**config.mk**
```make
export PLATFORM = sky130hd
export DESIGN_NAME = multi_threshold_tracker
export DESIGN_NICKNAME = d
export VERILOG_FILES = /design/src/rtl/multi_threshold_tracker.sv
export SDC_FILE = /design/constraint.sdc
export NUM_CORES = 1
export LEC_CHECK = 0
export ABC_CLOCK_PERIOD_IN_PS = 3650
export BUFFER_PORTS_ARGS = -buffer_cell sky130_fd_sc_hd__buf_2
export CAP_MARGIN = 0
export CORE_MARGIN = 1
export CORE_UTILIZATION = 30
export DETAILED_ROUTE_END_ITERATION = 8
export MAX_ROUTING_LAYER = met4
export SKIP_LAST_GASP = 1
export SLEW_MARGIN = 20
export SYNTH_ARGS = -nofsm -noshare
export SYNTH_HDL_FRONTEND = slang
export SYNTH_SLANG_ARGS = --single-unit
export TNS_END_PERCENT = 20
```
**constraint.sdc**
```tcl
create_clock -name clk -period 3.65 [get_ports clk]
set_clock_uncertainty 0.15 [all_clocks]
set_input_delay 0.5475 -clock clk [delete_from_list [all_inputs] [get_ports clk]]
set_output_delay 0.5475 -clock clk [all_outputs]
set_load 0.02 [all_outputs]
```
**src/rtl/multi_threshold_tracker.sv**
```systemverilog
// multi_threshold_tracker
//   Per-channel hysteretic threshold tracker with a first-crossing arbiter.
//   Each channel moves NEVER -> ABOVE on a sample strictly above thresh_hi_i.
//   It falls ABOVE -> BELOW on a sample strictly below the effective low
//   threshold, which is min(thresh_lo_i, thresh_hi_i). It re-enters ABOVE
//   from BELOW on a sample above thresh_hi_i. A saturating counter tracks
//   the valid samples seen since the channel was last ABOVE.
//
// Optional feature macro: THRESHOLD_PEAK_EN (adds peak_o, per-channel max
// sample while ABOVE).
//
// Ports
//   clk, rst_n                 clock, asynchronous active-low reset
//   clr_i                      synchronous clear of all tracking state (wins over valid_i)
//   valid_i                    all channels carry a new sample
//   signal_i                   packed samples, channel k at [k*DW +: DW]
//   thresh_hi_i / thresh_lo_i  rising / falling thresholds
//   above_o                    per-channel ABOVE state
//   threshold_reached_o        sticky, set on first rising crossing
//   samples_since_threshold_o  per-channel saturating count, [k*COUNT_BITS +: COUNT_BITS]
//   crossing_o                 one-cycle pulse per rising crossing
//   peak_o                     (THRESHOLD_PEAK_EN only) per-channel peak sample
//   first_valid_o, first_ch_o  sticky first-crossing channel index
module multi_threshold_tracker #(
  parameter int CHANNELS   = 4,
  parameter int DW         = 16,
  parameter int COUNT_BITS = 16,
  parameter int CH_BITS    = (CHANNELS > 1) ? $clog2(CHANNELS) : 1
) (
  input  logic                           clk,
  input  logic                           rst_n,
  input  logic                           clr_i,
  input  logic                           valid_i,
  input  logic [CHANNELS*DW-1:0]         signal_i,
  input  logic [DW-1:0]                  thresh_hi_i,
  input  logic [DW-1:0]                  thresh_lo_i,
  output logic [CHANNELS-1:0]            above_o,
  output logic [CHANNELS-1:0]            threshold_reached_o,
  output logic [CHANNELS*COUNT_BITS-1:0] samples_since_threshold_o,
  output logic [CHANNELS-1:0]            crossing_o,
`ifdef THRESHOLD_PEAK_EN
  output logic [CHANNELS*DW-1:0]         peak_o,
`endif
  output logic                           first_valid_o,
  output logic [CH_BITS-1:0]             first_ch_o
);

  typedef enum logic [1:0] {
    ST_NEVER = 2'd0,
    ST_ABOVE = 2'd1,
    ST_BELOW = 2'd2
  } trk_state_e;

  trk_state_e            state_p1 [CHANNELS];
  trk_state_e            state_nxt[CHANNELS];
  logic [COUNT_BITS-1:0] cnt_p1   [CHANNELS];
  logic [COUNT_BITS-1:0] cnt_nxt  [CHANNELS];
  logic [DW-1:0]         samp     [CHANNELS];
  logic [CHANNELS-1:0]   reached_p1, reached_nxt;
  logic [CHANNELS-1:0]   cross_p1, cross_nxt;
  logic                  first_vld_p1, first_vld_nxt;
  logic [CH_BITS-1:0]    first_ch_p1, first_ch_nxt;
  logic [DW-1:0]         lo_eff;
`ifdef THRESHOLD_PEAK_EN
  logic [DW-1:0]         peak_p1  [CHANNELS];
  logic [DW-1:0]         peak_nxt [CHANNELS];
`endif

  // Counter stops at all-ones instead of wrapping.
  function automatic logic [COUNT_BITS-1:0] sat_inc(input logic [COUNT_BITS-1:0] c);
    return (&c) ? c : c + 1'b1;
  endfunction

  // An inverted threshold pair collapses to a single threshold at hi.
  function automatic logic [DW-1:0] eff_low(input logic [DW-1:0] hi, input logic [DW-1:0] lo);
    return (lo <= hi) ? lo : hi;
  endfunction

  for (genvar g = 0; g < CHANNELS; g++) begin : g_ch
    assign samp[g] = signal_i[g*DW +: DW];
    assign above_o[g] = (state_p1[g] == ST_ABOVE);
    assign samples_since_threshold_o[g*COUNT_BITS +: COUNT_BITS] = cnt_p1[g];
`ifdef THRESHOLD_PEAK_EN
    assign peak_o[g*DW +: DW] = peak_p1[g];
`endif
  end

  // ---- stage p0: per-channel next state, count and crossing ----
  always_comb begin
    lo_eff        = eff_low(thresh_hi_i, thresh_lo_i);
    reached_nxt   = reached_p1;
    cross_nxt     = '0;
    first_vld_nxt = first_vld_p1;
    first_ch_nxt  = first_ch_p1;
    for (int k = 0; k < CHANNELS; k++) begin
      state_nxt[k] = state_p1[k];
      cnt_nxt[k]   = cnt_p1[k];
`ifdef THRESHOLD_PEAK_EN
      peak_nxt[k]  = peak_p1[k];
`endif
      if (valid_i) begin
        case (state_p1[k])
          ST_NEVER: begin
            cnt_nxt[k] = '0;
            if (samp[k] > thresh_hi_i) begin
              state_nxt[k]   = ST_ABOVE;
              cross_nxt[k]   = 1'b1;
              reached_nxt[k] = 1'b1;
`ifdef THRESHOLD_PEAK_EN
              peak_nxt[k]    = samp[k];
`endif
            end
          end
          ST_ABOVE: begin
            // The sample that drops the channel out of ABOVE is the first one counted.
            if (samp[k] < lo_eff) begin
              state_nxt[k] = ST_BELOW;
              cnt_nxt[k]   = sat_inc('0);
            end else begin
              cnt_nxt[k]   = '0;
`ifdef THRESHOLD_PEAK_EN
              if (samp[k] > peak_p1[k]) peak_nxt[k] = samp[k];
`endif
            end
          end
          ST_BELOW: begin
            if (samp[k] > thresh_hi_i) begin
              state_nxt[k] = ST_ABOVE;
              cnt_nxt[k]   = '0;
              cross_nxt[k] = 1'b1;
`ifdef THRESHOLD_PEAK_EN
              peak_nxt[k]  = samp[k];
`endif
            end else begin
              cnt_nxt[k]   = sat_inc(cnt_p1[k]);
            end
          end
          default: begin
            state_nxt[k] = ST_NEVER;
            cnt_nxt[k]   = '0;
          end
        endcase
      end
    end
    // Scan downwards so the lowest-indexed crossing channel is the one kept.
    if (!first_vld_p1) begin
      for (int k = CHANNELS - 1; k >= 0; k--) begin
        if (cross_nxt[k]) begin
          first_vld_nxt = 1'b1;
          first_ch_nxt  = CH_BITS'(k);
        end
      end
    end
  end

  // ---- stage p1: registered state and outputs ----
  always_ff @(posedge clk or negedge rst_n) begin
    if (!rst_n) begin
      for (int k = 0; k < CHANNELS; k++) begin
        state_p1[k] <= ST_NEVER;
        cnt_p1[k]   <= '0;
`ifdef THRESHOLD_PEAK_EN
        peak_p1[k]  <= '0;
`endif
      end
      reached_p1   <= '0;
      cross_p1     <= '0;
      first_vld_p1 <= 1'b0;
      first_ch_p1  <= '0;
    end else if (clr_i) begin
      for (int k = 0; k < CHANNELS; k++) begin
        state_p1[k] <= ST_NEVER;
        cnt_p1[k]   <= '0;
`ifdef THRESHOLD_PEAK_EN
        peak_p1[k]  <= '0;
`endif
      end
      reached_p1   <= '0;
      cross_p1     <= '0;
      first_vld_p1 <= 1'b0;
      first_ch_p1  <= '0;
    end else begin
      for (int k = 0; k < CHANNELS; k++) begin
        state_p1[k] <= state_nxt[k];
        cnt_p1[k]   <= cnt_nxt[k];
`ifdef THRESHOLD_PEAK_EN
        peak_p1[k]  <= peak_nxt[k];
`endif
      end
      reached_p1   <= reached_nxt;
      cross_p1     <= cross_nxt;
      first_vld_p1 <= first_vld_nxt;
      first_ch_p1  <= first_ch_nxt;
    end
  end

  assign threshold_reached_o = reached_p1;
  assign crossing_o          = cross_p1;
  assign first_valid_o       = first_vld_p1;
  assign first_ch_o          = first_ch_p1;

endmodule

```
==> summary.md, run 1 <==
| Metric | Value |
|---|---|
| CTS buffer count | 9 |
| Initial Utilization | 30.8% |
| Pre-CTS setup slack | -985 ps |
| VDD IR max | between 0.00015 and 0.0002 V |
| Crit path cell chain | buf_4, inv_2, ha_4, nand4_1, a2111o_1, a31oi_4, buf_12, buf_4, mux2i_1, buf_4, buf_4, ha_1, nand4_1, a211oi_2, and2_1, a311o_1, a21oi_2, o21ai_1, mux2_1 |
| Slew at the pin closest to its max-slew limit | 861 ps |
| IO Port Bufs | 178 |
| Fraction of layout cells with a size suffix above 1 | 29.6% |
| Top post-synthesis cells by area | dfrtp_1 (26%), ha_1 (24%), o21ai_0 (5.9%) |
| Synth Instances | between 900 and 1,000 |
| TritonRoute pass-1 iters | 7 |
| Unrepaired setup endpoints after global routing | true |
| Crit path launch type | input pin |
| Via-per-instance ratio | about 5.3 |
| Cell repeated most along the worst path | buf_4 |
| FP Rows | 59 |
| Worst Path Max Fanout | 6 |
| Clock Pin Slew Worst Setup and Hold Paths | 70 ps |
| Tcrit/Tclk final | 113% |
| Required time worst endpoint | ~3700 ps |
| Post-Syn Area per Cell | 8.56 µm² |
| Width of the chip | 166 µm |
| Register area share after synthesis | 25.7% |
| DR DRC count | 7 |
| Most common cell after layout, fill and taps aside | buf_2 |
| Largest net degree at the start of global routing | 54 |
| Htree depth | 3 |
| DIE AREA | ~28,000 µm² |
| Ys Warns | 0 |
| Initial DRC count | 417 |
| Post-DP HPWL | roughly 22,000 µm |
| Highest clock rate | approximately 240 MHz |
| WL/cell | 17.3 µm |
| Worst R2R Path Depth | 9 |
| Cell area power density | 337 nW/µm² |
| Critical path class | input pin to flop |
| Reg2Reg Capture Point | samples_since_threshold_o[1] |
| Core area | 26,300 µm² |
| Syn-to-layout area delta | 33.7% |
| Largest stage delay, worst path | 450 ps |
| First-pass GRT wire length | about 44,000 µm |
| Vias in the first global route | 8,298 |
| Worst Hold Class | input pin to asynchronous set/reset pin |
| Status | complete, but fails checks |
| Ports | 179 |
| Post-synthesis async set-or-reset flop share | 100% |
| GPL Wtd Cong | 0.972 |
| CP max-delay cell | a2111o_1 |
| Post-synth EDFFs | 0 |
| Distinct cells, synth | 72 |
| Max clock buf depth | 2 |
| Max-Slew Margin vs Limit | 42.6% |
| Synth Register Bits | 83 |
| Critical Path AT | 4180 ps |
| R2R Setup Slk | 780 ps |
| Total clock sinks | 83 |
| Max-cap viol count | 0 |
| Slew Viols, Final | 0 |
| Synth Net Count | 1,201 |
| Top cell type's share of synthesized area | 25.7% |
| Final core occ | approximately 41% |
| Dominant synthesized flop cell | dfrtp_1 |
| Synth Cell Area | 8090 µm² |
| Total track usage | 20.4% |
| Overflow after GRT | 0 |
| Total wire length | ~27,000 µm |
| Fin nets | 1,467 |
| Leakage Power | between 5 and 6 nW |
| Most frequent cells in the layout | buf_2 (171), ha_1 (145), buf_4 (96) |
| Crit Reg-Reg Startpoint | samples_since_threshold_o[0] |
| Failing checks | design-rule violations, negative setup slack |
| TritonCTS clock tree | done |
| Hold Fails Final Rpt | 0 |
| DRT antenna net count | 0 |
| Crit path capture type | flop |
| Initial antenna violation count | 7 |
| Fillers | 2,652 |
| Via count | 8,306 |
| Die Height | ~170 µm |
| Final setup fails | 12 |
| Area leader, netlist | dfrtp_1 |
| Fin crit period | about 4100 ps |
| Worst setup margin | -467 ps |
| CTS root buf | clkbuf_16 |
| Clk_lat worst skew | 340 ps |
-- metal layers --
metal	share of wire (%)	vias up	track usage, %	wire length, µm
met1	45	3972	25.1	12300
met5	0	-	-	0
met3	3.5	32	2.76	937
li1	-	4122	-	-
met4	2.2	0	5.89	584
met2	49	180	34.8	13200
-- worst max-delay path: cells and delay by family --
family / cells / cell delay, ps
AO/OA/AOI/OAI: 6 / 1330
buffers and inverters: 6 / 760
multiplexers: 2 / 540
AND/OR/NAND/NOR: 3 / 520
adder cells (fa/ha/maj): 2 / 480
-- what timing repair did --
action,in CTS,in global routing
hold buffers,0,0
setup endpoints to repair,12,13
pin swaps,23,4
resized for setup,45,5
cloned,1,0
setup buffers,6,2
-- power breakdown --
| part | internal, mW | switching [mW] | total (mW) |
|---|---|---|---|
| clock | 0.689 | 0.386 | 1.08 |
| sequential | 0.984 | 0.0679 | 1.05 |
| combinational | 0.672 | 0.838 | 1.51 |
| total | 2.34 | 1.29 | 3.64 |
-- registers in the layout (all words and copies together), names as in the netlist --
| signal | cells |
|---|---|
| crossing_o | 4 |
| first_ch_o | 2 |
| first_valid_o | 1 |
| samples_since_threshold_o | 64 |
| state_p1 | 8 |
| threshold_reached_o | 4 |
-- area by class of cell --
cell class	count	area [µm²]	share of cell area, %
clock buffer	10	239	2.21
tap	335	419	3.88
sequential	83	2080	19.2
antenna	7	17.5	0.162
multi-input combinational	788	6010	55.6
timing repair buffer	277	1740	16.1
clock inverter	6	113	1.04
inverter	52	198	1.83
-- per-stage QoR --
stage	TNS (ps)	area (µm²)	instances	power [mW]	hold WS, ps
6_report	-4430	10800	1558	3.64	104
5_1_grt	-6600	10800	1558	3.89	157
3_5_place_dp	-10620	10100	1526	2.49	333
4_1_cts	-4250	10800	1549	3.65	135
3_3_place_gp	-9510	10100	1526	2.46	331
2_1_floorplan	-6030	8190	945	1.94	102
-- cell usage after synthesis, types with 17 or more instances --
cell type    n
ha_1       156
o21ai_0     95
dfrtp_1     83
nand2_1     79
a21oi_1     63
nor2_1      56
inv_1       49
and3_1      35
nand3_1     34
nand4_1     31
a21o_1      21
mux2i_1     21
clkbuf_1    20
o31ai_1     20
nor3_1      17
-- kinds of logic (layout without fill, tap and decap cells) --
logic type                 count (synthesis)  count (layout)  synth area share [%]
AOI/OAI and AO/OA                        286             286                  22.8
adders and majority gates                157             157                  24.3
buffers and inverters                     74             345                  3.43
muxes                                     29              29                  3.81
DFF                                       83              83                  25.7
other                                      0               7                     0
and+or+nand+nor                          316             316                  20.0
-- worst max-delay path by stage --
stage                          startpoint           to  slack [ps]  cells after the start
after CTS                  thresh_hi_i[1]  state_p1[4]        -420                     20
after detailed placement   thresh_hi_i[9]  state_p1[0]        -990                     18
after global routing       thresh_hi_i[1]  state_p1[4]        -640                     18
after global placement     thresh_hi_i[9]  state_p1[4]        -900                     17
after floorplan           thresh_hi_i[15]  state_p1[0]        -740                     17
final                      thresh_hi_i[6]  state_p1[4]        -470                     19
Power figures use the tool's default switching activity.
==> inputs of run 2 (changes only) <==
ABC_CLOCK_PERIOD_IN_PS = 5300   (was 3650)
clock period = 5.3 ns   (was 3.65 ns; I/O delays follow)
==> run 2 against run 1 <==
The flow finishes with violations (design-rule violations). Combinational power fell by 40%. Routed wire length decreased by 3.0%. Worst hold slack improved by 220 ps. Via count is 3.9% lower. Critical endpoint is now state_p1[0]. Largest cell class unchanged. Highest routed layer unchanged.
==> summary.md, run 2 (synthesis results as in run 1) <==
| Metric | Value |
|---|---|
| Crit path capture type | flop (unchanged) |
| Clock Pin Slew Worst Setup and Hold Paths | 70 ps (about the same) |
| CTS root buf | clkbuf_16 (unchanged) |
| Ports | 179 (unchanged) |
| Core area | 26,300 µm² (unchanged) |
| P_int | 1.47 mW (was 2.34 mW) |
| GPL Wtd Cong | 0.934 (was 0.972) |
| Clock network power share | 30.1% (was 29.6%) |
| WL/cell | 17.4 µm (was 17.3 µm) |
| Tcrit/Tclk final | 92.5% |
| Die Height | 166 µm (unchanged) |
| FP Rows | 59 (unchanged) |
| Fillers | 2,716 (was 2,652) |
| Fraction of layout cells with a size suffix above 1 | 22.4% (was 29.6%) |
| R2R Setup Slk | 2240 ps (was 780 ps) |
| Worst setup margin | 398 ps (was -467 ps) |
| Final Total Pwr | 2.34 mW (was 3.64 mW) |
| First-pass GRT wire length | 42,500 µm (was 43,800 µm) |
| Reg power frac | 31.0% (was 28.9%) |
| Post-DP HPWL | 21,000 µm (was 21,700 µm) |
| Unrepaired setup endpoints after global routing | false (was true) |
| Syn-to-layout area delta | 23.2% (was 33.7%) |
| Width of the chip | 166 µm (unchanged) |
| Total clock sinks | 83 (unchanged) |
| Critical path class | input pin to flop (unchanged) |
| Largest net degree at the start of global routing | 49 (was 54) |
| Number of buffers and inverters on the critical path | 2 (was 6) |
| Worst Hold Class | input pin to asynchronous set/reset pin (unchanged) |
| Fin crit period | 4900 ps |
| Max-cap viol count | 0 (unchanged) |
| Critical Path AT | 4980 ps (was 4180 ps) |
| Fin Setup TNS | 0 ps (was -4430 ps) |
| DIE AREA | 27,600 µm² (unchanged) |
| Final setup fails | 0 (was 12) |
| Highest clock rate | 204 MHz |
| Final instance area | 9960 µm² (was 10,800 µm²) |
| Via-per-instance ratio | 5.31 (was 5.33) |
| Failing checks | design-rule violations (was design-rule violations, negative setup slack) |
| Psw | 868 µW (was 1.29 mW) |
| Worst Path Max Fanout | 9 (was 6) |
| Initial DRC count | 501 (was 417) |
| Htree depth | 3 (unchanged) |
| Worst R2R Path Depth | 11 (was 9) |
| Clk_lat worst skew | 350 ps (was 340 ps) |
| CTS buffer count | 9 (unchanged) |
| Pre-CTS setup slack | 81.7 ps (was -985 ps) |
| Reg2Reg Capture Point | samples_since_threshold_o[62] (was samples_since_threshold_o[1]) |
| IO Port Bufs | 178 (unchanged) |
| Post-CTS Setup Bufs | 0 (was 6) |
| TritonRoute pass-1 iters | 7 (unchanged) |
| Max clock buf depth | 2 (unchanged) |
| Hold Fails Final Rpt | 0 (unchanged) |
| Cell area power density | 234 nW/µm² (was 337 nW/µm²) |
| Largest stage delay, worst path | 490 ps (was 450 ps) |
| DR DRC count | 18 (was 7) |
| Combinational Power Share | 38.9% (was 41.5%) |
| Cell count after placement | 1,475 (was 1,526) |
| Overflow after GRT | 0 (unchanged) |
| Crit path depth | 17 (was 19) |
| Vias in the first global route | 7,854 (was 8,298) |
| Crit path launch type | input pin (unchanged) |
| TritonCTS clock tree | done (unchanged) |
| Leakage Power | 5.00 nW (was 5.34 nW) |
| CTS-repair resized insts | 0 (was 45) |
| Finished Layout Cells | 1,502 (was 1,558) |
| Largest register FFs | 64 (unchanged) |
| Sw Ratio | 37.2% (was 35.5%) |
| Post-DP Area | 9610 µm² (was 10,100 µm²) |
| Final core occ | 37.9% (was 41.1%) |
| Slew Viols, Final | 0 (unchanged) |
| Required time worst endpoint | 5380 ps (was 3720 ps) |
| DRT antenna net count | 0 (unchanged) |
| Hold Buf Count CTS | 0 (unchanged) |
| VDD IR max | 0.000137 V (was 0.000196 V) |
| Via count | 7,983 (was 8,306) |
| Total track usage | 19.8% (was 20.4%) |
| Slew at the pin closest to its max-slew limit | 912 ps (was 861 ps) |
| Fin nets | 1,407 (was 1,467) |
| Crit-path leading delay family | compound AO/OA/AOI/OAI gates (unchanged) |
| CP max-delay cell | a2111o_1 (unchanged) |
| Initial antenna violation count | 10 (was 7) |
| Total wire length | 26,100 µm (was 26,900 µm) |
| Crit path cell chain | buf_2, inv_1, ha_1, nand4_1, a2111o_1, a31oi_4, mux2i_1, ha_1, a21o_1, a21o_1, a21oi_1, nor2_1, a2111oi_0, o21ai_0, a211oi_2, o21ai_1, mux2_1 (was buf_4, inv_2, ha_4, nand4_1, a2111o_1, a31oi_4, buf_12, buf_4, mux2i_1, buf_4, buf_4, ha_1, nand4_1, a211oi_2, and2_1, a311o_1, a21oi_2, o21ai_1, mux2_1) |
| Initial Utilization | 30.8% (unchanged) |
| Max-Slew Margin vs Limit | 39.0% (was 42.6%) |
| Status | complete, but fails checks (unchanged) |
| Most frequent cells in the layout | buf_2 (177), ha_1 (156), o21ai_0 (95) (was buf_2 (171), ha_1 (145), buf_4 (96)) |
| Crit Reg-Reg Startpoint | samples_since_threshold_o[48] (was samples_since_threshold_o[0]) |
| Min Hold Slack | 328 ps (was 104 ps) |
| Most common cell after layout, fill and taps aside | buf_2 (unchanged) |
==> run 2: cell count changes in the layout (fill, tap and decap cells not counted), moves of 9 or more <==
cell   previous run  this run
buf_4            96        40
inv_1            39        49
ha_4             11         0
ha_1            145       156
inv_2            10         1
==> run 2: per-layer routing <==
| layer | up-vias | track usage, % | share of wire (%) | wire length [µm] |
|---|---|---|---|---|
| met4 | 0 | 7.31 | 2.5 | 654 |
| met2 | 168 | 30.9 | 47 | 12200 |
| met3 | 35 | 2.74 | 3.3 | 869 |
| met5 | - | - | 0 | 0 |
| met1 | 3787 | 26.0 | 48 | 12400 |
| li1 | 3993 | - | - | - |
==> run 2: worst max-delay path by stage <==
stage / start / to
detailed placement: thresh_hi_i[9] / state_p1[0]
global route: thresh_hi_i[9] / state_p1[0]
CTS: thresh_hi_i[9] / state_p1[0]
global placement: thresh_hi_i[9] / state_p1[0]
floorplan: thresh_hi_i[1] / state_p1[0]
finish: thresh_hi_i[9] / state_p1[0]
==> run 2: cell type report <==
| type | instances | area [µm²] | area share (%) |
|---|---|---|---|
| clock inverter | 7 | 98.8 | 0.992 |
| clock buffer | 9 | 225 | 2.26 |
| multi-input combinational | 788 | 5730 | 57.5 |
| timing repair buffer | 217 | 1190 | 11.9 |
| sequential | 83 | 2080 | 20.9 |
| tap | 335 | 419 | 4.21 |
| antenna | 11 | 27.5 | 0.276 |
| inverter | 52 | 195 | 1.96 |
==> run 2: worst reg2reg max path, stage by stage (launching register included) <==
cell and delay (ps):
dfrtp_1 420, ha_1 230, nand3_1 120, nor3_1 250
and3_1 290, nand4_1 180, inv_1 90, o211ai_1 90
a21oi_1 590, buf_4 300, nor3_1 70, o22a_1 190
==> run 2: power groups by stage <==
| stage | clock network [mW] | logic (mW) | registers, mW |
|---|---|---|---|
| final | 0.703 | 0.909 | 0.724 |
| after CTS | 0.726 | 0.910 | 0.724 |
| after global routing | 0.744 | 1.03 | 0.731 |
| after detailed placement | 0 | 0.904 | 0.735 |
| after floorplan | 0 | 0.578 | 0.747 |
| after global placement | 0 | 0.894 | 0.734 |
